[config.mk]
export PLATFORM = sky130hd
export DESIGN_NAME = mem_access_unit
export DESIGN_NICKNAME = d
export VERILOG_FILES = /design/src/rtl/mem_access_unit.sv
export SDC_FILE = /design/constraint.sdc
export NUM_CORES = 1
export LEC_CHECK = 0
export ABC_CLOCK_PERIOD_IN_PS = 6300
export CAP_MARGIN = 40
export CELL_PAD_IN_SITES_DETAIL_PLACEMENT = 2
export CELL_PAD_IN_SITES_GLOBAL_PLACEMENT = 2
export CORE_MARGIN = 10
export CORE_UTILIZATION = 31
export DETAILED_ROUTE_END_ITERATION = 10
export PLACE_DENSITY = 0.86
export SLEW_MARGIN = 20
export SYNTH_ARGS = -nofsm -noshare
export SYNTH_HDL_FRONTEND = slang
export SYNTH_SLANG_ARGS = --single-unit
[constraint.sdc]
create_clock -name clk -period 6.3 [get_ports clk]
set_clock_uncertainty 0.1 [all_clocks]
set_input_delay 1.26 -clock clk [delete_from_list [all_inputs] [get_ports clk]]
set_output_delay 1.26 -clock clk [all_outputs]
set_load 0.05 [all_outputs]
[src/rtl/mem_access_unit.sv]
// Byte/half/word load-store unit in front of a single-port word RAM with synchronous read.
// Sub-word stores are done as read-modify-write so the other byte lanes are preserved.
module mem_access_unit #(
  parameter int ADDR_W = 30
) (
  input  logic              clk,
  input  logic              reset,
  input  logic              req_valid,
  output logic              req_ready,
  input  logic [31:0]       req_addr,
  input  logic              req_we,
  input  logic [1:0]        req_size,
  input  logic              req_signed,
  input  logic [31:0]       req_wdata,
  output logic              resp_valid,
  output logic [31:0]       resp_rdata,
  output logic              resp_err,
  output logic [ADDR_W-1:0] ram_address,
  output logic              ram_wren,
  output logic [31:0]       ram_data,
  input  logic [31:0]       ram_q
);

  typedef enum logic [2:0] {
    IDLE    = 3'd0,
    RD_ADDR = 3'd1,
    RD_DATA = 3'd2,
    WR      = 3'd3,
    RESP    = 3'd4
  } state_t;

  state_t      state, state_next;
  logic        accept;
  logic        req_err;
  logic [1:0]  lo_q;
  logic [1:0]  size_q;
  logic        signed_q;
  logic        we_q;
  logic [15:0] wdata_q;

  function automatic logic is_bad(input logic [1:0] size, input logic [1:0] lo);
    logic bad;
    case (size)
      2'b00:   bad = 1'b0;
      2'b01:   bad = lo[0];
      2'b10:   bad = (lo != 2'b00);
      default: bad = 1'b1;
    endcase
    return bad;
  endfunction

  // Picks the addressed lane out of a RAM word and extends it to 32 bits.
  function automatic logic [31:0] load_extract(input logic [31:0] word, input logic [1:0] lo,
                                               input logic [1:0] size, input logic sgn);
    logic [7:0]  b;
    logic [15:0] h;
    logic [31:0] r;
    b = word[{lo, 3'b000} +: 8];
    h = word[{lo[1], 4'b0000} +: 16];
    case (size)
      2'b00:   r = {{24{sgn & b[7]}}, b};
      2'b01:   r = {{16{sgn & h[15]}}, h};
      default: r = word;
    endcase
    return r;
  endfunction

  function automatic logic [31:0] lane_merge(input logic [31:0] word, input logic [15:0] wd,
                                             input logic [1:0] lo, input logic [1:0] size);
    logic [31:0] r;
    r = word;
    if (size == 2'b00) r[{lo, 3'b000} +: 8] = wd[7:0];
    else               r[{lo[1], 4'b0000} +: 16] = wd;
    return r;
  endfunction

  assign req_err = is_bad(req_size, req_addr[1:0]);
  assign accept  = req_valid & req_ready;

  always_ff @(posedge clk or negedge reset) begin
    if (!reset) state <= IDLE;
    else        state <= state_next;
  end

  always_comb begin
    state_next = state;
    req_ready  = 1'b0;
    resp_valid = 1'b0;
    ram_wren   = 1'b0;
    case (state)
      IDLE: begin
        req_ready = 1'b1;
        if (accept) begin
          if (req_err)                          state_next = RESP;
          else if (req_we && req_size == 2'b10) state_next = WR;
          else                                  state_next = RD_ADDR;
        end
      end
      RD_ADDR: state_next = RD_DATA;
      RD_DATA: state_next = we_q ? WR : RESP;
      WR: begin
        ram_wren   = 1'b1;
        state_next = RESP;
      end
      RESP: begin
        resp_valid = 1'b1;
        state_next = IDLE;
      end
      default: state_next = IDLE;
    endcase
  end

  // Request capture: pure data, only meaningful while a request is in flight.
  always_ff @(posedge clk) begin
    if (accept) begin
      lo_q     <= req_addr[1:0];
      size_q   <= req_size;
      signed_q <= req_signed;
      we_q     <= req_we;
      wdata_q  <= req_wdata[15:0];
    end
  end

  // RAM drive and response registers; the address only moves when a RAM access is started.
  always_ff @(posedge clk or negedge reset) begin
    if (!reset) begin
      ram_address <= '0;
      ram_data    <= '0;
      resp_rdata  <= '0;
      resp_err    <= 1'b0;
    end else begin
      if (accept) begin
        if (req_err) begin
          resp_rdata <= '0;
          resp_err   <= 1'b1;
        end else begin
          ram_address <= req_addr[ADDR_W+1:2];
          if (req_we && req_size == 2'b10) ram_data <= req_wdata;
        end
      end
      if (state == RD_DATA) begin
        if (we_q) begin
          ram_data <= lane_merge(ram_q, wdata_q, lo_q, size_q);
        end else begin
          resp_rdata <= load_extract(ram_q, lo_q, size_q, signed_q);
          resp_err   <= 1'b0;
        end
      end
      if (state == WR) begin
        resp_rdata <= '0;
        resp_err   <= 1'b0;
      end
    end
  end

endmodule

Word-level counts from Yosys, hierarchy flattened
Index checks and enable logic that the tools add are counted.
{"block": "word_totals", "register_bits": 120, "inputBits": 103, "out_inout_bits": 98}
{"block": "op_classes", "add_sub_neg": 2, "n_eq_ne": 8, "shifts": 6, "n_mux": 28, "bitwise": 4, "reduce_logical": 6}
{"op": "$mux W32", "n": 11}
{"op": "$bwmux W32", "n": 2}
{"op": "$pmux W32 S2", "n": 1}
{"op": "$shift A16 B7 Y32 const A", "n": 1}
{"op": "$shift A8 B7 Y32 const A", "n": 1}
{"op": "$shiftx A16 B7 Y32", "n": 1}
{"op": "$shiftx A32 B6 Y16", "n": 1}
{"op": "$shiftx A32 B6 Y8", "n": 1}
{"op": "$shiftx A8 B7 Y32", "n": 1}
{"op": "$neg A5 Y7", "n": 2}
{"op": "$pmux W3 S4", "n": 1}
{"op": "$mux W3", "n": 3}
{"op": "$mux W1", "n": 8}
{"op": "$eq A3 B2 Y1 const B", "n": 2}
{"op": "$eq A2 B1 Y1 const B", "n": 2}
{"op": "$logic_not A2 Y1", "n": 2}
{"op": "$and A1 B1 Y1", "n": 3}
{"op": "$eq A3 B1 Y1 const B", "n": 1}
{"op": "$eq A3 B3 Y1 const B", "n": 1}
{"op": "$logic_not A3 Y1", "n": 1}
{"op": "$pmux W1 S3", "n": 1}
{"op": "$eq A2 B2 Y1 const B", "n": 1}
{"op": "$mux W2", "n": 1}
{"op": "$ne A2 B2 Y1 const B", "n": 1}
{"op": "4 further kinds", "n": 4}

Longest topological paths before layout
Gate-level depths: netlist of run 1.
{"block": "depth", "ltp_word": 7, "ltp_mapped": 9, "ltp_nobuf": 6}

Worst setup path after synthesis of run 1
OpenSTA, ideal clock, no wires.
{"block": "synth_path", "kind": "flip-flop to flip-flop", "start": "reg state[0]", "end": "reg ram_data[25]", "arrival_time_ps": 2508, "slack_ps": 3622, "stages_incl_launch_ff": 10, "n_path_buf": 3, "period_less_slack_ps": 2678, "path_cell_list": "dfrtp_1 > buf_2 > nor3_2 > nand2_1 > inv_2 > and4_1 > buf_2 > clkbuf_1 > nand3_1 > nand3_1"}
{"block": "synth_via", "elab_chain_cells": 6, "elab_cells_between_ends": 7, "classes_between": "1 x eq/ne; 4 x mux; 1 x bitwise; 1 x reduce/logical"}
{"item": "start, declared", "line_no": "32", "text": "state_t state, state_next;"}
{"item": "start signal, assigned", "line_no": "82", "text": "else state <= state_next;"}
{"item": "$logic_not A3 Y1 (*)", "line_no": "90", "text": "case (state)"}
{"item": "$mux W1 (*)", "line_no": "90"}
{"item": "net req_ready", "line_no": "9", "text": "output logic req_ready,"}
{"item": "$and A1 B1 Y1 (*)", "line_no": "78", "text": "assign accept = req_valid & req_ready;"}
{"item": "$mux W32 (*)", "line_no": "132", "text": "if (accept) begin"}
{"item": "$mux W32", "line_no": "142", "text": "if (we_q) begin"}
{"item": "$mux W32 (*)", "line_no": "141", "text": "if (state == RD_DATA) begin"}
{"item": "end signal, assigned", "line_no": "138", "text": "if (req_we && req_size == 2'b10) ram_data <= req_wdata;"}
{"item": "end signal, assigned", "line_no": "143", "text": "ram_data <= lane_merge(ram_q, wdata_q, lo_q, size_q);"}
{"item": "end, declared", "line_no": "20", "text": "output logic [31:0] ram_data,"}
Mark *: on every way through the listed nets, which the timed path passes. The rest lies on a longest branch.
A chain may end at the register's enable or synchronous reset.

Final worst setup path of run 1
{"block": "layout_path", "start": "reg state[0]", "end": "out resp_valid"}
{"block": "layout_via", "elab_chain_cells": 2}
{"item": "$eq A3 B3 Y1", "line_no": "90"}
{"item": "$mux W1", "line_no": "90"}
{"item": "end, declared", "line_no": "15", "text": "output logic resp_valid,"}
No other way between the ends.

==> metrics.csv, run 1 <==
metric;value;unit
synth_cells;525;
placed_cell_area;8110;µm²
ant_nets;0;
power;5.08;mW
ys_warn_count;0;
synth_edf_count;22;
p_leak;3.51;nW
setup_viol;0;
htree_levels;4;
synthFlopType;dfrtp_1;
root_buffer;clkbuf_16;
vias;5660;
core.rowCount;50;
die_width;158;µm
tritoncts;done;
grt-ovfl-total;0;
synthDistinctLibCells;51;
dieArea;25100;µm²
grt_max_degree;83;
critPathCaptureType;output port;
antenna_found_initial;4;
layout_common_cells;clkdlybuf4s50_1, dfrtp_1, nand3_1, a211oi_1, a221oi_1;
clock.fmax;278;MHz
synth_area_leader_cell;dfrtp_1;
worstMarginPinSlew;0.785;ns
ys_seq_elements;120;
hpwl;19800;µm
start_util;31.6;%
min_period;3.60;ns
crit_required;4.94;ns
stdcell_area;8760;µm²
coreArea;18800;µm²
gp_congestion;0.842;
cts_setup_buffers;0;
io_pins;201;
hp-class;reg -> reg;
cts_hold_buf;0;
max-slew-margin-rel;47.7;%
maxCapViolCount;0;
final_layout_size_suffix_gt1_share;10.8;%
synthArstFlopShare;81.7;%
drt_wl_total;28900;µm
vdd_drop_max;0.000327;V
cts_buffers;17;
preCtsSetupSlack;2.58;ns
crit_fanout;9;
yosysTopAreaCellShare;41.3;%
fillCellCount;1875;
syn_area;5940;µm²
period_share;57.2;%
hold_viol;0;
fp.dieH;158;µm
area_growth;47.6;%
grt_usage;21.6;%
rsz0062_at_grt;false;
powerDensity;580;nW/µm²
placedCellCount;922;
status;finished, final reports clean;
ctsResizeCount;0;
drtPass1Iterations;5;
crit_path_start_kind;register;
io_buffers;200;
post_drt_wl_per_cell;30.0;µm
slew_violations;0;
utilization;46.7;%
drtIter0Drc;470;
clkSinkCount;120;
worst_slack;2.70;ns
clk_path_buf_depth;2;
yosys-top-cells-area;dfrtp_1, edfxtp_1, nand3_1;
setup-tns-final;0;ns
final_common_cell;clkdlybuf4s50_1;
hold_ws;0.395;ns
critical_path_arrival;2.24;ns
drc;0;
syn-num-nets;633;
postSynthAreaPerCell;11.3;µm²
layout.cells.non_filler;961;
clkLatencyLatePin;0.44;ns
grt_pass1_vias;6236;
fin_nets;818;
vias_per_cell;5.89;
cts.clk_slew.worst_paths;0.06;ns
grt_pass1_wl;40700;µm
crit_type;reg -> out;
ys_seq_area_share;52.4;%
[per-layer routing]
metal  up-vias  track usage (%)  wire [µm]
li1       2415                -          -
met1      2910             25.6      11000
met2       272             36.5      15000
met3        63             4.64       1870
met4         0             10.4       1030
met5         -                0          0
[worst max-delay path: stages, from the launching register on]
cell and delay, ns:
dfrtp_1 0.53, nor2_1 0.24, and2_1 0.19, clkdlybuf4s50_1 0.84
[layout make-up]
cell class                      instances  area (µm²)  area share [%]
Clock buffer                           18         429            4.90
Tap cell                              234         293            3.34
Antenna cell                            4        10.0           0.114
Sequential cell                       120        3110            35.5
Timing Repair Buffer                  212        2140            24.5
Multi-Input combinational cell        346        2570            29.4
Inverter                               13        48.8           0.557
Clock inverter                         14         153            1.74
[synthesized netlist by cell type (10+ instances only)]
| library cell | number |
|---|---|
| nor2b_1 | 17 |
| dfrtp_1 | 98 |
| nand3_1 | 56 |
| nand2b_1 | 18 |
| a21oi_1 | 11 |
| mux2_1 | 12 |
| edfxtp_1 | 22 |
| mux2_2 | 19 |
| and2_1 | 11 |
| inv_1 | 11 |
| a221o_1 | 16 |
| a211oi_1 | 24 |
| a221oi_1 | 23 |
| nand2_1 | 21 |
| a311o_1 | 16 |
| buf_2 | 11 |
| clkbuf_1 | 30 |
| o21a_1 | 10 |
[where the power goes]
| group | switching, mW | internal (mW) |
|---|---|---|
| combinational | 1.79 | 0.904 |
| sequential | 0.266 | 1.14 |
| clock | 0.403 | 0.583 |
| total | 2.46 | 2.63 |
[logic make-up after synthesis]
logic type | count (synthesis) | synth area share (%)
buf+inv | 59 | 4.34
compound gates | 142 | 19.3
simple gates | 157 | 14.8
fa+ha+maj | 5 | 1.05
mux | 42 | 8.11
flops | 120 | 52.4
[path summary, 6_finish.rpt]
path                                        startpoint                          end  slack, ns  depth (start not counted)
max                               state[0]$_DFFE_PN0P_                   resp_valid       2.70                          3
min                        ram_address[21]$_DFFE_PN0P_  ram_address[21]$_DFFE_PN0P_       0.39                          1
max reg2reg                          lo_q[1]$_DFFE_PN_       ram_data[29]$_DFF_PN0_       3.21                          7
min reg2reg                ram_address[21]$_DFFE_PN0P_  ram_address[21]$_DFFE_PN0P_       0.39                          1
max in group asynchronous                        reset        ram_data[9]$_DFF_PN0_       4.48                          3
min in group asynchronous                        reset  ram_address[10]$_DFFE_PN0P_       0.71                          1
[sequential cells by signal (all words and copies together) (netlist names)]
register / count
lo_q: 2
ram_address: 30
ram_data: 32
resp_err: 1
resp_rdata: 32
signed_q: 1
size_q: 2
state: 3
wdata_q: 16
we_q: 1
Power figures use the tool's default switching activity.
==> run 2, diff against run 1 <==
--- a/config.mk
+++ b/config.mk
@@ -5,14 +5,14 @@
 export SDC_FILE = /design/constraint.sdc
 export NUM_CORES = 1
 export LEC_CHECK = 0
-export ABC_CLOCK_PERIOD_IN_PS = 6300
+export ABC_CLOCK_PERIOD_IN_PS = 3600
 export CAP_MARGIN = 40
 export CELL_PAD_IN_SITES_DETAIL_PLACEMENT = 2
 export CELL_PAD_IN_SITES_GLOBAL_PLACEMENT = 2
 export CORE_MARGIN = 10
-export CORE_UTILIZATION = 31
+export CORE_UTILIZATION = 28
 export DETAILED_ROUTE_END_ITERATION = 10
-export PLACE_DENSITY = 0.86
+export PLACE_DENSITY = 0.78
 export SLEW_MARGIN = 20
 export SYNTH_ARGS = -nofsm -noshare
 export SYNTH_HDL_FRONTEND = slang
==> constraint.sdc (replaced) <==
create_clock -name clk -period 3.6 [get_ports clk]
set_clock_uncertainty 0.1 [all_clocks]
set_input_delay 0.72 -clock clk [delete_from_list [all_inputs] [get_ports clk]]
set_output_delay 0.72 -clock clk [all_outputs]
set_load 0.05 [all_outputs]
==> run 2 against run 1 <==
Effect of this change: utilization decreased by 4.7 points; non-clock buffer count increased by 2; wire length decreased by 6.2%; combinational power increased by 72%; sequential share of layout area decreased by 0.11 points; hold slack got worse by 0.19 ns; sequential power increased by 75%; critical path type unchanged; critical endpoint unchanged.
==> metrics.csv, run 2 (synthesis gave the netlist of run 1 again) <==
metric;value;unit;change
core.rowCount;53;;was 50
p_int;4.64;mW;was 2.63 mW
io_pins;201;;unchanged
p_leak;3.52;nW;was 3.51 nW
post_drt_wl_per_cell;27.0;µm;was 30.0 µm
hold_ws;0.200;ns;was 0.395 ns
vias;5566;;was 5660
htree_levels;4;;unchanged
max-slew-margin-rel;46.2;%;was 47.7%
area_growth;48.1;%;was 47.6%
coreArea;21000;µm²;was 18800 µm²
grt_usage;19.2;%;was 21.6%
antenna_found_initial;3;;was 4
drtPass1Iterations;5;;unchanged
maxCapViolCount;0;;unchanged
drt_wl_total;27100;µm;was 28900 µm
top_regs;ram_data (32), resp_rdata (32), ram_address (30);;unchanged
p_comb_share;52.6;%;was 53.0%
clkSinkCount;120;;unchanged
clkPwrFrac;19.7;%;was 19.4%
grt_pass1_wl;41200;µm;was 40700 µm
crit_fanout;9;;unchanged
grt_pass1_vias;6145;;was 6236
cp_cell_sequence;nor2_1 > and2_1 > clkdlybuf4s50_1;;unchanged
switchingPower;4.19;mW;was 2.46 mW
fillCellCount;2182;;was 1875
drc;0;;unchanged
die_width;166;µm;was 158 µm
power_frac_seq;27.8;%;was 27.6%
hpwl;19800;µm;about the same
layout_common_cells;clkdlybuf4s50_1, dfrtp_1, nand3_1, a211oi_1, a221oi_1;;unchanged
dieArea;27400;µm²;was 25100 µm²
final_layout_size_suffix_gt1_share;10.9;%;was 10.8%
start_util;28.3;%;was 31.6%
drtIter0Drc;454;;was 470
grt_max_degree;46;;was 83
crit_required;2.78;ns;was 4.94 ns
clock.fmax;327;MHz;
placedCellCount;967;;was 922
clk_path_buf_depth;2;;unchanged
cp_slowest_cell;clkdlybuf4s50_1;;unchanged
vias_per_cell;5.55;;was 5.89
cts.clk_slew.worst_paths;0.06;ns;about the same
critPathCaptureType;output port;;unchanged
fp.dieH;166;µm;was 158 µm
final_common_cell;clkdlybuf4s50_1;;unchanged
min_period;3.06;ns;
powerDensity;1000;nW/µm²;was 580 nW/µm²
fin_nets;820;;was 818
vdd_drop_max;0.000472;V;was 0.000327 V
swShare;47.5;%;was 48.4%
cpPeakStageDelay;0.84;ns;about the same
period_share;85.0;%;
critical_path_arrival;2.24;ns;about the same
ant_nets;0;;unchanged
rsz0062_at_grt;false;;unchanged
gp_congestion;0.851;;was 0.842
cts_buffers;17;;unchanged
rrSetupSlack;0.94;ns;was 3.21 ns
setup_viol;0;;unchanged
cts_setup_buffers;0;;unchanged
worstRegToRegCells;6;;was 7
worstMarginPinSlew;0.806;ns;was 0.785 ns
crit_path_start_kind;register;;unchanged
hp-class;in -> async;;was reg -> reg
ctsResizeCount;0;;unchanged
tritoncts;done;;unchanged
grt-ovfl-total;0;;unchanged
crit_type;reg -> out;;unchanged
hold_viol;0;;unchanged
clkLatencyLatePin;0.43;ns;was 0.44 ns
cts_hold_buf;0;;unchanged
io_buffers;200;;unchanged
slew_violations;0;;unchanged
setup-tns-final;0;ns;unchanged
layout.cells.non_filler;1002;;was 961
status;finished, final reports clean;;unchanged
root_buffer;clkbuf_16;;unchanged
==> run 2: cell types whose count changed in the layout (fill, tap and decap cells not counted), moves of 2 or more <==
cell      before  now
buf_8          2    0
buf_16         2    0
clkinv_4       6    2
buf_4          9   14
clkinv_2       1    4
==> run 2: power by group through the flow <==
stage	sequential, mW	clock (mW)	combinational, mW
6_report	2.45	1.74	4.64
5_1_grt	2.53	1.82	4.86
4_1_cts	2.46	1.76	4.68
3_5_place_dp	2.45	0	4.63
3_3_place_gp	2.40	0	4.49
2_1_floorplan	4.08	0	1.19
==> run 2: worst max-delay path, delay by kind of cell (launching register included) <==
family	cells	cell delay [ns]
buffers and inverters	1	0.84
flip-flops	1	0.54
AND/OR/NAND/NOR	2	0.43
==> run 2: cell type report <==
| type | instances | area [µm²] | area share, % |
|---|---|---|---|
| inverter | 13 | 48.8 | 0.555 |
| sequential | 120 | 3110 | 35.4 |
| antenna | 3 | 7.51 | 0.0854 |
| tap | 275 | 344 | 3.91 |
| clock buffer | 20 | 468 | 5.32 |
| clock inverter | 11 | 121 | 1.38 |
| timing repair buffer | 214 | 2120 | 24.1 |
| multi-input combinational | 346 | 2570 | 29.2 |
==> run 2: path summary, 6_finish.rpt <==
kind | from | end
setup / recovery | state[0]$_DFFE_PN0P_ | resp_valid
hold / removal | reset | ram_address[10]$_DFFE_PN0P_
setup reg to reg | lo_q[0]$_DFFE_PN_ | ram_data[23]$_DFF_PN0_
hold reg to reg | ram_address[23]$_DFFE_PN0P_ | ram_address[23]$_DFFE_PN0P_
max in group asynchronous | reset | ram_address[2]$_DFFE_PN0P_
min in group clk | ram_address[23]$_DFFE_PN0P_ | ram_address[23]$_DFFE_PN0P_
==> run 2: metrics by stage <==
step | setup WS, ns | util (%) | power [mW] | area (µm²)
6_report | 0.541 | 41.9 | 8.83 | 8790
4_1_cts | 0.537 | 41.9 | 8.90 | 8770
3_3_place_gp | 0.915 | 39.0 | 6.89 | 8170
3_5_place_dp | 0.789 | 39.1 | 7.08 | 8190
2_1_floorplan | 0.922 | - | 5.26 | 5940
5_1_grt | 0.492 | 41.9 | 9.21 | 8790
==> run 2: routing by layer <==
metal | routed length, µm | track usage, %
met1 | 11200 | 23.0
met2 | 13900 | 33.3
met3 | 1260 | 3.98
met4 | 678 | 6.63
met5 | 0 | 0
